==> src/rtl/alu_ser_pkg.sv <==
// alu_ser_pkg: shared constants, FSM encoding and frame record layout for the ALU frame serializer
package alu_ser_pkg;
  localparam int WORD_BITS = 11;
  localparam logic START_BIT = 1'b0;
  localparam logic STOP_BIT = 1'b1;
  localparam logic TYPE_DATA = 1'b0;
  localparam logic TYPE_CMD = 1'b1;
  typedef enum logic [1:0] {IDLE, LOAD, WORD, GAP} state_t;
  function automatic int frame_w(input int max_words, input int data_w, input int len_w);
    return max_words * (data_w + 1) + len_w;
  endfunction
endpackage

==> src/rtl/alu_ser_fifo.sv <==
// alu_ser_fifo: synchronous frame FIFO (clk, rst, push/wdata in, pop/rdata out, full/empty flags)
module alu_ser_fifo #(
  parameter int W = 8,
  parameter int DEPTH = 4
) (
  input  logic         clk,
  input  logic         rst,
  input  logic         push,
  input  logic         pop,
  input  logic [W-1:0] wdata,
  output logic [W-1:0] rdata,
  output logic         full,
  output logic         empty
);
  localparam int AW = $clog2(DEPTH);
  logic [W-1:0] mem [DEPTH];
  logic [AW-1:0] wptr, rptr;
  logic [AW:0] count;
  logic do_push, do_pop;
  assign full = count == (AW+1)'(DEPTH);
  assign empty = count == '0;
  assign do_push = push && !full;
  assign do_pop = pop && !empty;
  assign rdata = mem[rptr];
  always_ff @(posedge clk) begin
    if (rst) begin
      wptr <= '0;
      rptr <= '0;
      count <= '0;
    end else begin
      if (do_push) begin
        mem[wptr] <= wdata;
        wptr <= wptr + 1'b1;
      end
      if (do_pop) rptr <= rptr + 1'b1;
      count <= count + (AW+1)'(do_push) - (AW+1)'(do_pop);
    end
  end
endmodule

==> src/rtl/alu_frame_serializer.sv <==
// alu_frame_serializer: buffers 1..MAX_WORDS word frames (in_valid/in_ready/in_data/in_type/in_len) and shifts them out on sout with busy/frame_done/len_err status
module alu_frame_serializer
  import alu_ser_pkg::*;
#(
  parameter int DATA_W = 8,
  parameter int MAX_WORDS = 5,
  parameter int LEN_W = 3,
  parameter int FIFO_DEPTH = 4,
  parameter int CLKS_PER_BIT = 1,
  parameter int GAP_BITS = 0
) (
  input  logic                        clk,
  input  logic                        rst,
  input  logic                        in_valid,
  output logic                        in_ready,
  input  logic [MAX_WORDS*DATA_W-1:0] in_data,
  input  logic [MAX_WORDS-1:0]        in_type,
  input  logic [LEN_W-1:0]            in_len,
  output logic                        sout,
  output logic                        busy,
  output logic                        frame_done,
  output logic                        len_err
);
  localparam int FW = frame_w(MAX_WORDS, DATA_W, LEN_W);
  localparam int BW = $clog2(WORD_BITS);
  localparam int PW = CLKS_PER_BIT > 1 ? $clog2(CLKS_PER_BIT) : 1;
  localparam int GAP_CYC = GAP_BITS * CLKS_PER_BIT;
  localparam int GW = GAP_CYC > 1 ? $clog2(GAP_CYC) : 1;
  state_t state, state_d;
  logic rst_q, full, empty, pop, xfer, len_ok, done_d, sout_d;
  logic [FW-1:0] head;
  logic [MAX_WORDS*DATA_W-1:0] fdata;
  logic [MAX_WORDS-1:0] ftype;
  logic [LEN_W-1:0] flen, widx, widx_d;
  logic [BW-1:0] bcnt, bcnt_d;
  logic [PW-1:0] pcnt, pcnt_d;
  logic [GW-1:0] gcnt, gcnt_d;
  logic [DATA_W-1:0] cur;
  assign in_ready = !rst_q && !full;
  assign xfer = in_valid && in_ready;
  assign len_ok = in_len != '0 && in_len <= LEN_W'(MAX_WORDS);
  alu_ser_fifo #(.W(FW), .DEPTH(FIFO_DEPTH)) u_fifo (
    .clk(clk),
    .rst(rst),
    .push(xfer && len_ok),
    .pop(pop),
    .wdata({in_data, in_type, in_len}),
    .rdata(head),
    .full(full),
    .empty(empty)
  );
  always_comb begin
    state_d = state;
    bcnt_d = bcnt;
    pcnt_d = pcnt;
    gcnt_d = gcnt;
    widx_d = widx;
    pop = 1'b0;
    done_d = 1'b0;
    case (state)
      IDLE: begin
        pop = !empty;
        state_d = empty ? IDLE : LOAD;
        widx_d = '0;
      end
      LOAD: begin
        state_d = WORD;
        bcnt_d = '0;
        pcnt_d = '0;
      end
      WORD: begin
        if (pcnt != PW'(CLKS_PER_BIT - 1)) begin
          pcnt_d = pcnt + 1'b1;
        end else begin
          pcnt_d = '0;
          if (bcnt != BW'(WORD_BITS - 1)) begin
            bcnt_d = bcnt + 1'b1;
          end else begin
            bcnt_d = '0;
            if (widx != flen - 1'b1) begin
              widx_d = widx + 1'b1;
            end else begin
              done_d = 1'b1;
              gcnt_d = '0;
              state_d = GAP_CYC > 0 ? GAP : IDLE;
            end
          end
        end
      end
      default: begin
        gcnt_d = gcnt + 1'b1;
        state_d = gcnt == GW'(GAP_CYC - 1) ? IDLE : GAP;
      end
    endcase
    // sout is registered, so the bit is chosen from next-state values; the frame
    // register is already stable whenever the next state is WORD
    cur = fdata[(MAX_WORDS - int'(widx_d)) * DATA_W - 1 -: DATA_W];
    sout_d = state_d != WORD ? 1'b1 :
             bcnt_d == BW'(0) ? START_BIT :
             bcnt_d == BW'(1) ? ftype[MAX_WORDS - 1 - int'(widx_d)] :
             bcnt_d == BW'(WORD_BITS - 1) ? STOP_BIT :
             cur[DATA_W + 1 - int'(bcnt_d)];
  end
  always_ff @(posedge clk) begin
    if (rst) begin
      state <= IDLE;
      bcnt <= '0;
      pcnt <= '0;
      gcnt <= '0;
      widx <= '0;
      fdata <= '0;
      ftype <= '0;
      flen <= '0;
      rst_q <= 1'b1;
      sout <= 1'b1;
      busy <= 1'b0;
      frame_done <= 1'b0;
      len_err <= 1'b0;
    end else begin
      state <= state_d;
      bcnt <= bcnt_d;
      pcnt <= pcnt_d;
      gcnt <= gcnt_d;
      widx <= widx_d;
      if (pop) {fdata, ftype, flen} <= head;
      rst_q <= 1'b0;
      sout <= sout_d;
      busy <= !empty || state != IDLE;
      frame_done <= done_d;
      len_err <= xfer && !len_ok;
    end
  end
endmodule

==> config.mk <==
export PLATFORM = sky130hd
export DESIGN_NAME = alu_frame_serializer
export DESIGN_NICKNAME = d
export VERILOG_FILES = /design/src/rtl/alu_ser_pkg.sv /design/src/rtl/alu_ser_fifo.sv /design/src/rtl/alu_frame_serializer.sv
export SDC_FILE = /design/constraint.sdc
export NUM_CORES = 1
export LEC_CHECK = 0
export CORE_ASPECT_RATIO = 1.4
export CORE_UTILIZATION = 45
export CTS_BUF_LIST = sky130_fd_sc_hd__clkbuf_4 sky130_fd_sc_hd__clkbuf_8
export CTS_CLUSTER_SIZE = 8
export DETAILED_ROUTE_END_ITERATION = 8
export MAX_ROUTING_LAYER = met4
export PLACE_DENSITY = 0.69
export SLEW_MARGIN = 5
export SYNTH_ARGS = -nofsm -noshare
export SYNTH_HDL_FRONTEND = slang
export SYNTH_SLANG_ARGS = --single-unit
export TNS_END_PERCENT = 30
==> constraint.sdc <==
create_clock -name clk -period 3.6 [get_ports clk]
set_input_delay 0.72 -clock clk [delete_from_list [all_inputs] [get_ports clk]]
set_output_delay 0.72 -clock clk [all_outputs]
set_load 0.02 [all_outputs]
* Word level (Yosys, flattened, before mapping)
Memories as Yosys holds them, arrays and structs flattened. A register that Yosys moved wholly into a read port is not among the register bits.
Index checks and enable logic that the tools add are counted.
** Word-level totals
- Register bits after elaboration :: 23
- Memory bits (writable) :: 192
- Input bits :: 51
- Output and inout bits :: 5
- Memories kept :: 1
** Cells by class
- Add/subtract/negate cells :: 13
- $lt $le $gt $ge :: 3
- Equality and inequality tests :: 11
- Shift-type cells :: 1
- Muxes and demuxes :: 34
- Bitwise operators :: 2
- Reductions and logical operators :: 22
** Memory list
- u_fifo.mem :: words 4, bits a word 48, rd ports 1, clocked after memory_dff 1, wr ports 1, line alu_ser_fifo.sv:16 : logic [W-1:0] mem [DEPTH];
** Operators with widths (number)
- variable part select 47 x 8 -> 8 bit :: 1
- 2-to-1 mux 1 bit :: 18
- 2-to-1 mux 3 bit :: 3
- 2-to-1 mux 2 bit :: 4
- 2-to-1 mux 4 bit :: 2
- inequality test 2 bit (second input constant) :: 4
- case mux 4 bit (2 select lines) :: 1
- subtractor 3 x 3 -> 4 bit (first input constant) :: 2
- subtractor 7 x 2 -> 8 bit (second input constant) :: 1
- logical AND 1 bit :: 7
- binary-select mux 1 bit (select 3 bit) :: 2
- case mux 2 bit (3 select lines) :: 1
- case mux 3 bit (2 select lines) :: 1
- less-than comparator 4 x 5 -> 1 bit (second input constant) :: 1
- less-than comparator 5 bit (second input constant) :: 1
- subtractor 4 x 4 -> 5 bit (first input constant) :: 1
- adder 2 x 1 -> 2 bit (second input constant) :: 2
- adder 4 x 1 -> 4 bit (second input constant) :: 1
- equality test 4 x 1 -> 1 bit (second input constant) :: 1
- equality test 4 bit (second input constant) :: 1
- logical NOT 1 bit :: 4
- logical NOT 4 bit :: 1
- inequality test 4 bit (second input constant) :: 1
- case mux 1 bit (2 select lines) :: 2
- 19 further kinds :: 23

* Logic depth before layout (Yosys ltp)
Gate-level depths: netlist (run 1).
- Depth after elaboration :: 15
- Depth in mapped cells :: 17

* By module
A second synthesis (run 1) with hierarchy kept.
** Second synthesis, totals
- Cell total of the unflattened synthesis :: 669
- Area, all modules :: 10408.7 µm²
** Modules (own cells, without submodules)
- alu_ser_fifo :: times used 1, cells each 301, area each 7394.6 µm², seq. area each 5945.7 µm²
- alu_frame_serializer :: times used 1, cells each 368, area each 3014.1 µm², seq. area each 1261.2 µm²

* Worst setup path before layout (run 1)
OpenSTA, ideal clock, no wires.
- Path kind :: register -> register
- Start :: register flen[0] (read register of u_fifo.mem)
- End :: register sout
- Library setup time :: 0.134 ns
- Data arrival time :: 3.596 ns
- Required time :: 3.466 ns
- Path slack :: -0.130 ns
- Stages on the path, launching flop included :: 18
- Cell sequence :: dfxtp_1 > inv_1 > ha_1 > xor3_1 > o311a_1 > a221oi_4 > buf_6 > buf_6 > ha_1 > buf_1 > nor2_1 > a32oi_1 > nand3_1 > nor4_1 > mux2_2 > a31oi_1 > a311oi_1 > or4_1
** Between the ends
- Longest elaborated chain between the ends :: 15
** Ends and longest elaborated chain
- start: declaration :: line alu_frame_serializer.sv:34 : logic [LEN_W-1:0] flen, widx, widx_d;
- subtractor 3 x 1 -> 3 bit * :: line alu_frame_serializer.sv:80 : if (widx != flen - 1'b1) begin
- inequality test 3 bit * :: line alu_frame_serializer.sv:80
- 2-to-1 mux 3 bit :: line alu_frame_serializer.sv:80
- 2-to-1 mux 3 bit :: line alu_frame_serializer.sv:76 : if (bcnt != BW'(WORD_BITS - 1)) begin
- 2-to-1 mux 3 bit :: line alu_frame_serializer.sv:72 : if (pcnt != PW'(CLKS_PER_BIT - 1)) begin
- case mux 3 bit (2 select lines) :: line alu_frame_serializer.sv:60 : case (state)
- subtractor 3 x 3 -> 4 bit :: line alu_frame_serializer.sv:97 : cur = fdata[(MAX_WORDS - int'(widx_d)) * DATA_W - 1 -: DATA_W];
- subtractor 7 x 2 -> 8 bit :: line alu_frame_serializer.sv:97
- variable part select 47 x 8 -> 8 bit :: line alu_frame_serializer.sv:97
- binary-select mux 1 bit (select 3 bit) :: line alu_frame_serializer.sv:102 : cur[DATA_W + 1 - int'(bcnt_d)];
- 2-to-1 mux 1 bit (not written as such) (2 in series) :: line alu_frame_serializer.sv:102
- 2-to-1 mux 1 bit :: line alu_frame_serializer.sv:101 : bcnt_d == BW'(WORD_BITS - 1) ? STOP_BIT :
- 2-to-1 mux 1 bit :: line alu_frame_serializer.sv:100 : bcnt_d == BW'(1) ? ftype[MAX_WORDS - 1 - int'(widx_d)] :
- 2-to-1 mux 1 bit :: line alu_frame_serializer.sv:99 : bcnt_d == BW'(0) ? START_BIT :
- end signal: assignment :: line alu_frame_serializer.sv:127 : sout <= sout_d;
- end: declaration :: line alu_frame_serializer.sv:19 : output logic sout,
Every way passes the cells marked *; elsewhere a longest branch is shown, timed or not. The select of a mux whose other input is x is not followed.
A chain may end at the register's enable or synchronous reset.

* Worst setup path in the final report (run 1)
Same ends and word-level chain as after synthesis.

==> flow_metrics.tcl, run 1 <==
set metrics [dict create \
    outcome "complete, no violations" \
    clock_latency_ns 0.53 \
    worstPathMaxFanout 8 \
    hpwl_mm 12.70 \
    cts_root_buffer "clkbuf_8" \
    drc 0 \
    area_growth_pct 18.36 \
    fin_area_um2 12390 \
    drv_slew 0 \
    start_util_pct 46.14 \
    yosysSeqAreaShare_pct 68.45 \
    worstMarginPinSlew_ns 0.6710 \
    cts_tree "done" \
    num_rows 65 \
    grt_pass1_vias 6456 \
    finalClockSkew_ns 0.01572 \
    synth-edff-count 192 \
    cp.arrival_ns 3.86 \
    clk_pin_slew_ns 0.06 \
    p_leak_nw 4.182 \
    ys_seq_elements 262 \
    async_reset_ff_share_pct 0 \
    wirelength_mm 20.73 \
    post-synth-top-area-cell "edfxtp_1" \
    max_freq_mhz 288.4 \
    detail_route.wl_per_cell_um 18.88 \
    hold_viol_final 0 \
    sequentialPowerShare_pct 45.1 \
    critPathCaptureType "flip-flop" \
    min_period_over_period_pct 96.31 \
    cts_buffers 41 \
    syn_nets 753 \
    worst_hold_path_type "reg -> reg" \
    grt_overflow 0 \
    numPortBuffers 55 \
    synthTopCellsByCount "192 x edfxtp_1, 106 x nand2_1, 70 x dfxtp_1" \
    power.total_mw 8.409 \
    syn-cell-area_um2 10470 \
    irDropWorstVdd_mv 0.4606 \
    antenna_cells 0 \
    clock_sinks 262 \
    finalWeightedCongestion 0.8378 \
    h-tree-depth 2 \
    ys_warn_count 0 \
    setup_slack_ns 0.1330 \
    die-area_um2 23890 \
    dp_slack_ns 0.008809 \
    postRouteAntennaNets 0 \
    ys_types 56 \
    drive_gt1_share_pct 21.33 \
    grt_pass1_wl_mm 33.12 \
    fillers 1776 \
    worstSetupStartpointType "flip-flop" \
    pin_count 56 \
    clock_path_buffers 3 \
    p_int_mw 5.935 \
    swShare_pct 29.43 \
    p_sw_mw 2.475 \
    die_w_um 130.9 \
    placed_cell_area_um2 11440 \
    synthTopCellsByArea "edfxtp_1 55%, dfxtp_1 13%, mux4_2 10%, nand2_1 3.8%, a21oi_1 2.9%" \
    core_um2 22690 \
    via_per_inst 5.414 \
    ys.flop_type "edfxtp_1" \
    gr-usage-all-layers_pct 18.94 \
    path_class "reg -> reg" \
    drt_iter0_markers 355 \
    synth.most_common_cell "edfxtp_1" \
    power_frac_clock_pct 30.2 \
    die_y_um 182.5 \
    syn_inst 685 \
    crit_required_ns 4.00 \
    fin_crit_ns 3.467 \
    vias 5945 \
    max-slew-margin-rel_pct 55.09 \
    nets 833 \
    power-per-cell-area_nw_per_um2 678.6 \
    antenna_found_initial 0 \
    synth_top_cell_area_share_pct 55.07 \
    finalSetupViolCount 0 \
    drt_pass1_iterations 4 \
    avgSynthCellArea_um2 15.28 \
    grt_max_degree 52 \
    combPwrFrac_pct 24.7 \
    cap_violations 0 \
]
-- registers in the layout (all words and copies together) (netlist names) --
register and flops:
u_fifo.mem 192, fdata 40, ftype 5, bcnt 4
flen 3, u_fifo.count 3, widx 3, state 2
u_fifo.rptr 2, u_fifo.wptr 2, busy 1, frame_done 1
gcnt 1, len_err 1, rst_q 1, sout 1
-- routing by layer --
| metal | vias to the layer above | GRT usage, % | routed length, um |
|---|---|---|---|
| met4 | 0 | 9.609 | 903 |
| met2 | 148 | 32.87 | 11110 |
| met3 | 54 | 3.401 | 800 |
| li1 | 2759 | - | - |
| met5 | - | - | 0 |
| met1 | 2984 | 20.45 | 7909 |
-- worst max-delay path, stage by stage (launching register included) --
cell      delay (ns)
dfxtp_4         0.36
inv_4           0.06
ha_4            0.13
xor3_2          0.30
o311a_1         0.41
a221oi_4        0.25
ha_4            0.23
nor2_2          0.05
a32oi_2         0.22
nand3_1         0.14
nor4_2          0.18
mux2_2          0.38
a31oi_1         0.19
a311oi_1        0.06
or4_1           0.39
-- final timing paths --
check | start | to | slack [ns] | depth (start not counted)
worst min register to register | fdata[26] | fdata[26] | 0.45 | 2
worst min-delay path | fdata[26] | fdata[26] | 0.45 | 2
worst max-delay path | flen[0] | sout | 0.13 | 14
worst max register to register | flen[0] | sout | 0.13 | 14
-- logic make-up (layout without fill, tap and decap cells) --
logic type      after synthesis  after routing  synth area share, %
compound gates               91             91                5.222
xor+xnor                     11             11                1.231
fa+ha+maj                    17             17                2.103
buf+inv                      53            165                2.223
flops                       262            262                68.45
mux                          73             73                12.93
simple gates                178            178                7.840
-- power groups by stage --
stage / Sequential [mW] / Clock (mW) / Combinational, mW
2_1_floorplan: 3.74 / 0 / 1.57
3_3_place_gp: 3.84 / 0 / 2.00
3_5_place_dp: 3.86 / 0 / 2.06
4_1_cts: 3.80 / 2.61 / 2.09
5_1_grt: 3.84 / 2.74 / 2.32
6_report: 3.80 / 2.54 / 2.08
-- metrics by stage --
| step | hold slack, ns | setup TNS (ns) | std cells | util [%] |
|---|---|---|---|---|
| after global placement | 0.4436 | 0 | 1019 | 50.44 |
| after global routing | 0.4815 | -0.04197 | 1098 | 54.61 |
| after floorplan | 0.4315 | 0 | 685 | - |
| final | 0.4516 | 0 | 1098 | 54.61 |
| after detailed placement | 0.4471 | 0 | 1019 | 50.44 |
| after CTS | 0.4549 | 0 | 1098 | 54.39 |
-- timing repair --
action                     in CTS  in global routing
setup buffers                   4                  0
pin swaps                       6                  4
setup endpoints to repair       1                  1
gates resized for setup         2                 11
hold buffers                    0                  0
-- area by class of cell --
class / instances / area (um2) / share of cell area [%]
clock inverters: 6 / 57.56 / 0.4645
inverters: 16 / 65.06 / 0.5250
repair buffers: 74 / 750.7 / 6.058
flip-flops and latches: 262 / 7176 / 57.91
clock buffers: 69 / 793.3 / 6.401
well taps: 301 / 376.6 / 3.039
multi-input cells: 370 / 3173 / 25.61
-- cell usage in the layout, fill, tap and decap left out, drive strengths merged, types with 5 or more instances in the layout --
| cell type | instances |
|---|---|
| nand3 | 5 |
| buf | 20 |
| nor2b | 5 |
| mux4 | 49 |
| clkdlybuf4s50 | 54 |
| nor2 | 25 |
| mux2i | 19 |
| o21ai | 5 |
| ha | 16 |
| dfxtp | 70 |
| nand2 | 106 |
| clkbuf | 69 |
| mux2 | 5 |
| edfxtp | 192 |
| a21oi | 60 |
| xnor2 | 5 |
| inv | 15 |
| and2 | 5 |
| nor3b | 5 |
Power figures use the tool's default switching activity.
==> run 2: changes to the inputs <==
--- a/config.mk
+++ b/config.mk
@@ -5,13 +5,16 @@
 export SDC_FILE = /design/constraint.sdc
 export NUM_CORES = 1
 export LEC_CHECK = 0
+export CELL_PAD_IN_SITES_DETAIL_PLACEMENT = 1
+export CELL_PAD_IN_SITES_GLOBAL_PLACEMENT = 2
 export CORE_ASPECT_RATIO = 1.4
-export CORE_UTILIZATION = 45
+export CORE_MARGIN = 2
+export CORE_UTILIZATION = 41
 export CTS_BUF_LIST = sky130_fd_sc_hd__clkbuf_4 sky130_fd_sc_hd__clkbuf_8
 export CTS_CLUSTER_SIZE = 8
 export DETAILED_ROUTE_END_ITERATION = 8
 export MAX_ROUTING_LAYER = met4
-export PLACE_DENSITY = 0.69
+export PLACE_DENSITY = 0.82
 export SLEW_MARGIN = 5
 export SYNTH_ARGS = -nofsm -noshare
 export SYNTH_HDL_FRONTEND = slang
==> run 2 against run 1 <==
  * Via count fell by 0.12%
  * Core utilization fell by 5.7 points
  * Cell area shrank 0.53%
  * Register-to-register slack gained 0.03 ns
  * Critical path type unchanged
  * Critical endpoint unchanged
  * Largest power group unchanged
  * Highest routed layer unchanged
==> flow_metrics.tcl, run 2 (same netlist as run 1, synthesis figures left out) <==
set metrics [dict create \
    start_util_pct 41.53 \
    p_sw_mw 2.566 \
    drt_pass1_iterations 4 \
    holdWs_ns 0.4583 \
    final_util_pct 48.90 \
    hold_viol_final 0 \
    antenna_cells 0 \
    die_w_um 139.1 \
    cts_buffers 41 \
    antenna_found_initial 0 \
    num_rows 69 \
    p_leak_nw 4.163 \
    drive_gt1_share_pct 20.58 \
    final_common_cell "edfxtp_1" \
    drc 0 \
    wirelength_mm 23.15 \
    crit_required_ns 4.03 \
    cp.arrival_ns 3.87 \
    numPortBuffers 55 \
    worstReg2RegEnd "sout" \
    worstSetupEndpoint "sout" \
    hpwl_mm 14.20 \
    clock_path_buffers 3 \
    reg2reg_slack_ns 0.16 \
    sequentialPowerShare_pct 45.7 \
    hold_buffers 0 \
    mostFrequentLayoutCells "192 x edfxtp_1, 106 x nand2_1, 67 x dfxtp_1" \
    detail_route.wl_per_cell_um 20.74 \
    power-per-cell-area_nw_per_um2 680.8 \
    p_int_mw 5.826 \
    core_um2 25210 \
    postRouteAntennaNets 0 \
    path_class "reg -> reg" \
    finalClockSkew_ns 0.01220 \
    critPathCaptureType "flip-flop" \
    finalSetupViolCount 0 \
    irDropWorstVdd_mv 0.4227 \
    cts_root_buffer "clkbuf_8" \
    area_growth_pct 17.73 \
    dp_slack_ns -0.03100 \
    via_per_inst 5.321 \
    worstPathMaxFanout 6 \
    gr-usage-all-layers_pct 18.05 \
    power.total_mw 8.392 \
    clk_pin_slew_ns 0.06 \
    cts_setup_buffers 0 \
    worst_hold_path_type "reg -> reg" \
    min_period_over_period_pct 95.54 \
    placed_cell_area_um2 11480 \
    max-slew-margin-rel_pct 43.82 \
    drt_iter0_markers 367 \
    finalSetupTns_ns 0 \
    worstMarginPinSlew_ns 0.8427 \
    cp-startpoint "flen[0]" \
    swShare_pct 30.58 \
    fin_area_um2 12330 \
    place_inst 1041 \
    nets 833 \
    finalWeightedCongestion 0.8843 \
    die-area_um2 26850 \
    fillers 2499 \
    outcome "complete, no violations" \
    largest_reg_flops 192 \
    fin_crit_ns 3.439 \
    power_frac_clock_pct 29.6 \
    rr_worst_depth 13 \
    worstSetupStartpointType "flip-flop" \
    h-tree-depth 2 \
    setup_slack_ns 0.1607 \
    top_regs "u_fifo.mem (192), fdata (40), ftype (5)" \
    clock_latency_ns 0.55 \
    rsz0062_at_grt "false" \
    clock_sinks 262 \
    die_y_um 193.1 \
    grt_pass1_vias 6689 \
    largest_register "u_fifo.mem" \
    grt_pass1_wl_mm 36.47 \
    grt_overflow 0 \
    max_freq_mhz 290.8 \
    pin_count 56 \
    layout.cells.non_filler 1116 \
    vias 5938 \
    cts_tree "done" \
    combPwrFrac_pct 24.8 \
    cap_violations 0 \
    worst_r2r_startpoint "flen[0]" \
    drv_slew 0 \
    grt_max_degree 69 \
]
[run 2: timing repair]
action                     in CTS  in global routing
setup endpoints to repair       1                  1
pin swaps                       0                  1
cloned                          0                  0
gates resized for setup         1                  4
[run 2: worst max-delay path, stage by stage, from the launching register on]
cell and delay, ns:
dfxtp_2 0.37, inv_2 0.06, ha_4 0.16, xor3_2 0.27, o31ai_4 0.27, mux2_2 0.38, buf_4 0.16, ha_1 0.34
nor2b_1 0.16, and4_1 0.24, o2bb2ai_1 0.14, o211ai_1 0.22, nand3_1 0.10, or4_1 0.46
[run 2: worst min-delay path by stage]
stage               startpoint         to  slack (ns)  cells past startpoint
floorplan             ftype[3]   ftype[3]        0.43                      2
global placement     fdata[29]  fdata[29]        0.44                      2
detailed placement   fdata[38]  fdata[38]        0.45                      2
CTS                        rst   state[1]        0.44                      2
global route               rst   state[1]        0.46                      2
finish               fdata[38]  fdata[38]        0.46                      2
[run 2: cell type report]
type                            count  area (um2)  area share [%]
Sequential cell                   262        7173           58.19
Multi-Input combinational cell    370        3142           25.49
Clock buffer                       67       778.2           6.313
Timing Repair Buffer               74       738.2           5.989
Tap cell                          319       399.1           3.238
Inverter                           16       60.06          0.4872
Clock inverter                      8       36.28          0.2944
[run 2: power by group through the flow]
stage / Sequential, mW / Clock [mW] / Combinational (mW)
floorplan: 3.74 / 0 / 1.57
global placement: 3.88 / 0 / 2.01
detailed placement: 3.91 / 0 / 2.09
CTS: 3.84 / 2.55 / 2.11
global route: 3.88 / 2.67 / 2.33
finish: 3.83 / 2.48 / 2.08
[run 2: layer usage]
layer	GRT usage, %	part of all wire [%]	vias to the layer above
li1	-	-	2753
met1	20.07	41	3037
met2	32.23	54	100
met3	2.717	2.5	48
met4	8.353	3.4	0
met5	-	0	-
==> run 3: changes to the inputs <==
--- a/config.mk
+++ b/config.mk
@@ -5,18 +5,20 @@
 export SDC_FILE = /design/constraint.sdc
 export NUM_CORES = 1
 export LEC_CHECK = 0
+export ABC_AREA = 1
 export CELL_PAD_IN_SITES_DETAIL_PLACEMENT = 1
 export CELL_PAD_IN_SITES_GLOBAL_PLACEMENT = 2
 export CORE_ASPECT_RATIO = 1.4
 export CORE_MARGIN = 2
-export CORE_UTILIZATION = 41
+export CORE_UTILIZATION = 38
 export CTS_BUF_LIST = sky130_fd_sc_hd__clkbuf_4 sky130_fd_sc_hd__clkbuf_8
 export CTS_CLUSTER_SIZE = 8
 export DETAILED_ROUTE_END_ITERATION = 8
 export MAX_ROUTING_LAYER = met4
-export PLACE_DENSITY = 0.82
+export PLACE_DENSITY = 0.77
 export SLEW_MARGIN = 5
 export SYNTH_ARGS = -nofsm -noshare
 export SYNTH_HDL_FRONTEND = slang
+export SYNTH_HIERARCHICAL = 1
 export SYNTH_SLANG_ARGS = --single-unit
 export TNS_END_PERCENT = 30
==> run 3 against run 2 <==
  * Global-route usage rose by 0.069 points
  * Cell area increased by 2.8%
  * Fmax increased by 21%
  * Sequential power is 3% lower
  * Count of clock-buffer cells in the layout is 1 higher
  * Worst hold slack improved by 0.0048 ns
  * Setup slack better by 0.59 ns
  * Critical path type unchanged
==> flow_metrics.tcl, run 3 <==
set metrics [dict create \
    power_frac_clock_pct 30.1 \
    crit_required_ns 4.10 \
    setup_slack_ns 0.7478 \
    cts_tree "done" \
    cts_buffers 42 \
    syn_nets 1074 \
    cpMaxStageDelayCell "dfxtp_1" \
    rsz0062_at_grt "false" \
    drc 0 \
    vias 7380 \
    nets 1134 \
    clock_path_buffers 3 \
    cts_root_buffer "clkbuf_8" \
    drive_gt1_share_pct 11.67 \
    drt_iter0_markers 357 \
    dp_slack_ns 0.5343 \
    crit_path_frequent_cell "nand2_1" \
    antenna_found_initial 0 \
    grt_pass1_vias 7775 \
    hold_viol_final 0 \
    worstSetupStartpointType "flip-flop" \
    die_y_um 204.6 \
    p_int_mw 5.613 \
    synthTopCellsByCount "192 x edfxtp_1, 160 x nand2_1, 139 x nor2_1" \
    core_um2 28310 \
    ys_seq_elements 264 \
    irDropWorstVdd_mv 0.3381 \
    clock_latency_ns 0.55 \
    cap_violations 0 \
    via_per_inst 5.014 \
    cp_num_buf_inv 3 \
    multi_input_area_um2 3142 \
    wirelength_mm 26.03 \
    ys.flop_type "edfxtp_1" \
    finalSetupViolCount 0 \
    p_sw_mw 2.709 \
    cts_setup_buffers 0 \
    regArea_um2 7208 \
    max_freq_mhz 350.6 \
    finalWeightedCongestion 0.7591 \
    start_util_pct 38.58 \
    pin_count 56 \
    max-slew-margin-rel_pct 38.14 \
    outcome "complete, no violations" \
    sequentialPowerShare_pct 44.8 \
    drv_slew 0 \
    yosysSeqAreaShare_pct 65.97 \
    avgSynthCellArea_um2 10.86 \
    ys_types 45 \
    ys_warn_count 6 \
    syn_inst 1006 \
    worstMarginPinSlew_ns 0.9266 \
    swShare_pct 32.55 \
    async_reset_ff_share_pct 0 \
    largest_register "u_fifo/mem" \
    min_period_over_period_pct 79.23 \
    postRouteAntennaNets 0 \
    worstPathMaxFanout 6 \
    combPwrFrac_pct 25.1 \
    finalClockSkew_ns 0.01461 \
    fin_area_um2 12670 \
    drt_pass1_iterations 4 \
    grt_pass1_wl_mm 41.26 \
    grt_max_degree 97 \
    power-per-cell-area_nw_per_um2 656.8 \
    largest_reg_flops 192 \
    post-synth-top-area-cell "edfxtp_1" \
    top_regs "u_fifo/mem (192), fdata (40), ftype (5)" \
    detail_route.wl_per_cell_um 17.68 \
    placed_cell_area_um2 11850 \
    fin_crit_ns 2.852 \
    mostFrequentLayoutCells "192 x edfxtp_1, 160 x nand2_1, 134 x nor2_1" \
    hpwl_mm 15.94 \
    gr-usage-all-layers_pct 18.12 \
    synth_top_cell_area_share_pct 52.78 \
    num_rows 73 \
    cp_cell_sequence "inv_1 > ha_1 > inv_1 > nand2_2 > nand2_1 > nor2_2 > nand2_4 > nand4_1 > o211ai_1 > o21ai_1 > ha_1 > nor2_2 > nand2_1 > nand2_1 > nand2_1 > nand2_1 > inv_1 > nand2_1 > nand2_1 > nand2_1 > nand2_1 > nand3_1 > nand2_1 > nand2_1" \
    clock_sinks 264 \
    cts-resized-gates 0 \
    grt_overflow 0 \
    p_leak_nw 4.516 \
    numPortBuffers 55 \
    critPathCaptureType "flip-flop" \
    h-tree-depth 2 \
    hold_buffers 0 \
    slowest_delay_ns 0.35 \
    die-area_um2 30140 \
    cp_top_family "simple AND/OR/NAND/NOR gates" \
    cp.arrival_ns 3.35 \
    antenna_cells 0 \
    synthTopCellsByArea "edfxtp_1 53%, dfxtp_1 13%, nand2_1 5.5%, nor2_1 4.8%, o21ai_0 4.3%" \
    synth-edff-count 192 \
    synth.most_common_cell "edfxtp_1" \
    fillers 3137 \
    area_growth_pct 15.99 \
    path_class "reg -> reg" \
    worst_hold_path_type "reg -> reg" \
    clk_pin_slew_ns 0.06 \
    final_common_cell "edfxtp_1" \
    die_w_um 147.3 \
    syn-cell-area_um2 10920 \
]
## run 3: cell types whose count changed after synthesis, sizes merged, moves of 5 or more
cell,delta
nor2,+128
o21ai,+101
nand2,+63
inv,+49
mux4,-49
o22ai,+45
nand3,+37
mux2i,-19
a211oi,+17
a21oi,-17
buf,+17
and2,-5
mux2,-5
nor2b,-5
## run 3: routing by layer
metal / vias to the layer above / routed length (um) / global-route usage (%)
li1: 3625 / - / -
met1: 3624 / 11070 / 20.83
met2: 97 / 13680 / 32.31
met3: 34 / 811 / 3.118
met4: 0 / 458 / 5.632
met5: - / 0 / -
## run 3: worst paths after layout
path                  start  slack (ns)   endpoint  cells after the start
hold / removal    fdata[20]        0.46  fdata[20]                      2
hold reg to reg   fdata[20]        0.46  fdata[20]                      2
setup reg to reg    flen[0]        0.75       sout                     24
setup / recovery    flen[0]        0.75       sout                     24
## run 3: cell type report
cell class                      instances  share of cell area (%)
Clock inverter                          7                  0.2765
Tap cell                              375                   3.703
Timing Repair Buffer                   72                   6.201
Inverter                               64                   1.935
Clock buffer                           68                   6.201
Multi-Input combinational cell        622                   24.80
Sequential cell                       264                   56.89
## run 3: cells by family (layout without fill, tap and decap cells)
| logic type | Yosys count | after routing | synth area share [%] |
|---|---|---|---|
| DFF | 264 | 264 | 65.97 |
| buffers and inverters | 120 | 211 | 5.566 |
| adders and majority gates | 17 | 17 | 2.016 |
| xor gates and xnor gates | 4 | 4 | 0.3208 |
| AOI/OAI and AO/OA | 221 | 221 | 11.25 |
| and+or+nand+nor | 380 | 380 | 14.88 |
## run 3: power groups by stage
stage | Clock (mW) | Sequential, mW | Combinational (mW)
2_1_floorplan | 0 | 3.74 | 1.56
3_3_place_gp | 0 | 3.79 | 2.08
3_5_place_dp | 0 | 3.80 | 2.13
4_1_cts | 2.59 | 3.74 | 2.13
6_report | 2.51 | 3.73 | 2.09
5_1_grt | 2.71 | 3.76 | 2.39
## run 3: stage by stage
stage / std cells / hold slack, ns / setup TNS, ns / power, mW / utilization (%)
2_1_floorplan: 1006 / 0.4357 / -79.50 / 5.294 / -
3_3_place_gp: 1397 / 0.4508 / 0 / 5.869 / 41.85
3_5_place_dp: 1397 / 0.4553 / 0 / 5.925 / 41.85
4_1_cts: 1472 / 0.4646 / 0 / 8.459 / 44.75
5_1_grt: 1472 / 0.4815 / 0 / 8.860 / 44.75
6_report: 1472 / 0.4631 / 0 / 8.322 / 44.75
## run 3: tightest hold or removal path: stages, from the launching register on
cell and delay, ns:
dfxtp_1 0.31, nand2_1 0.06, a21oi_1 0.05
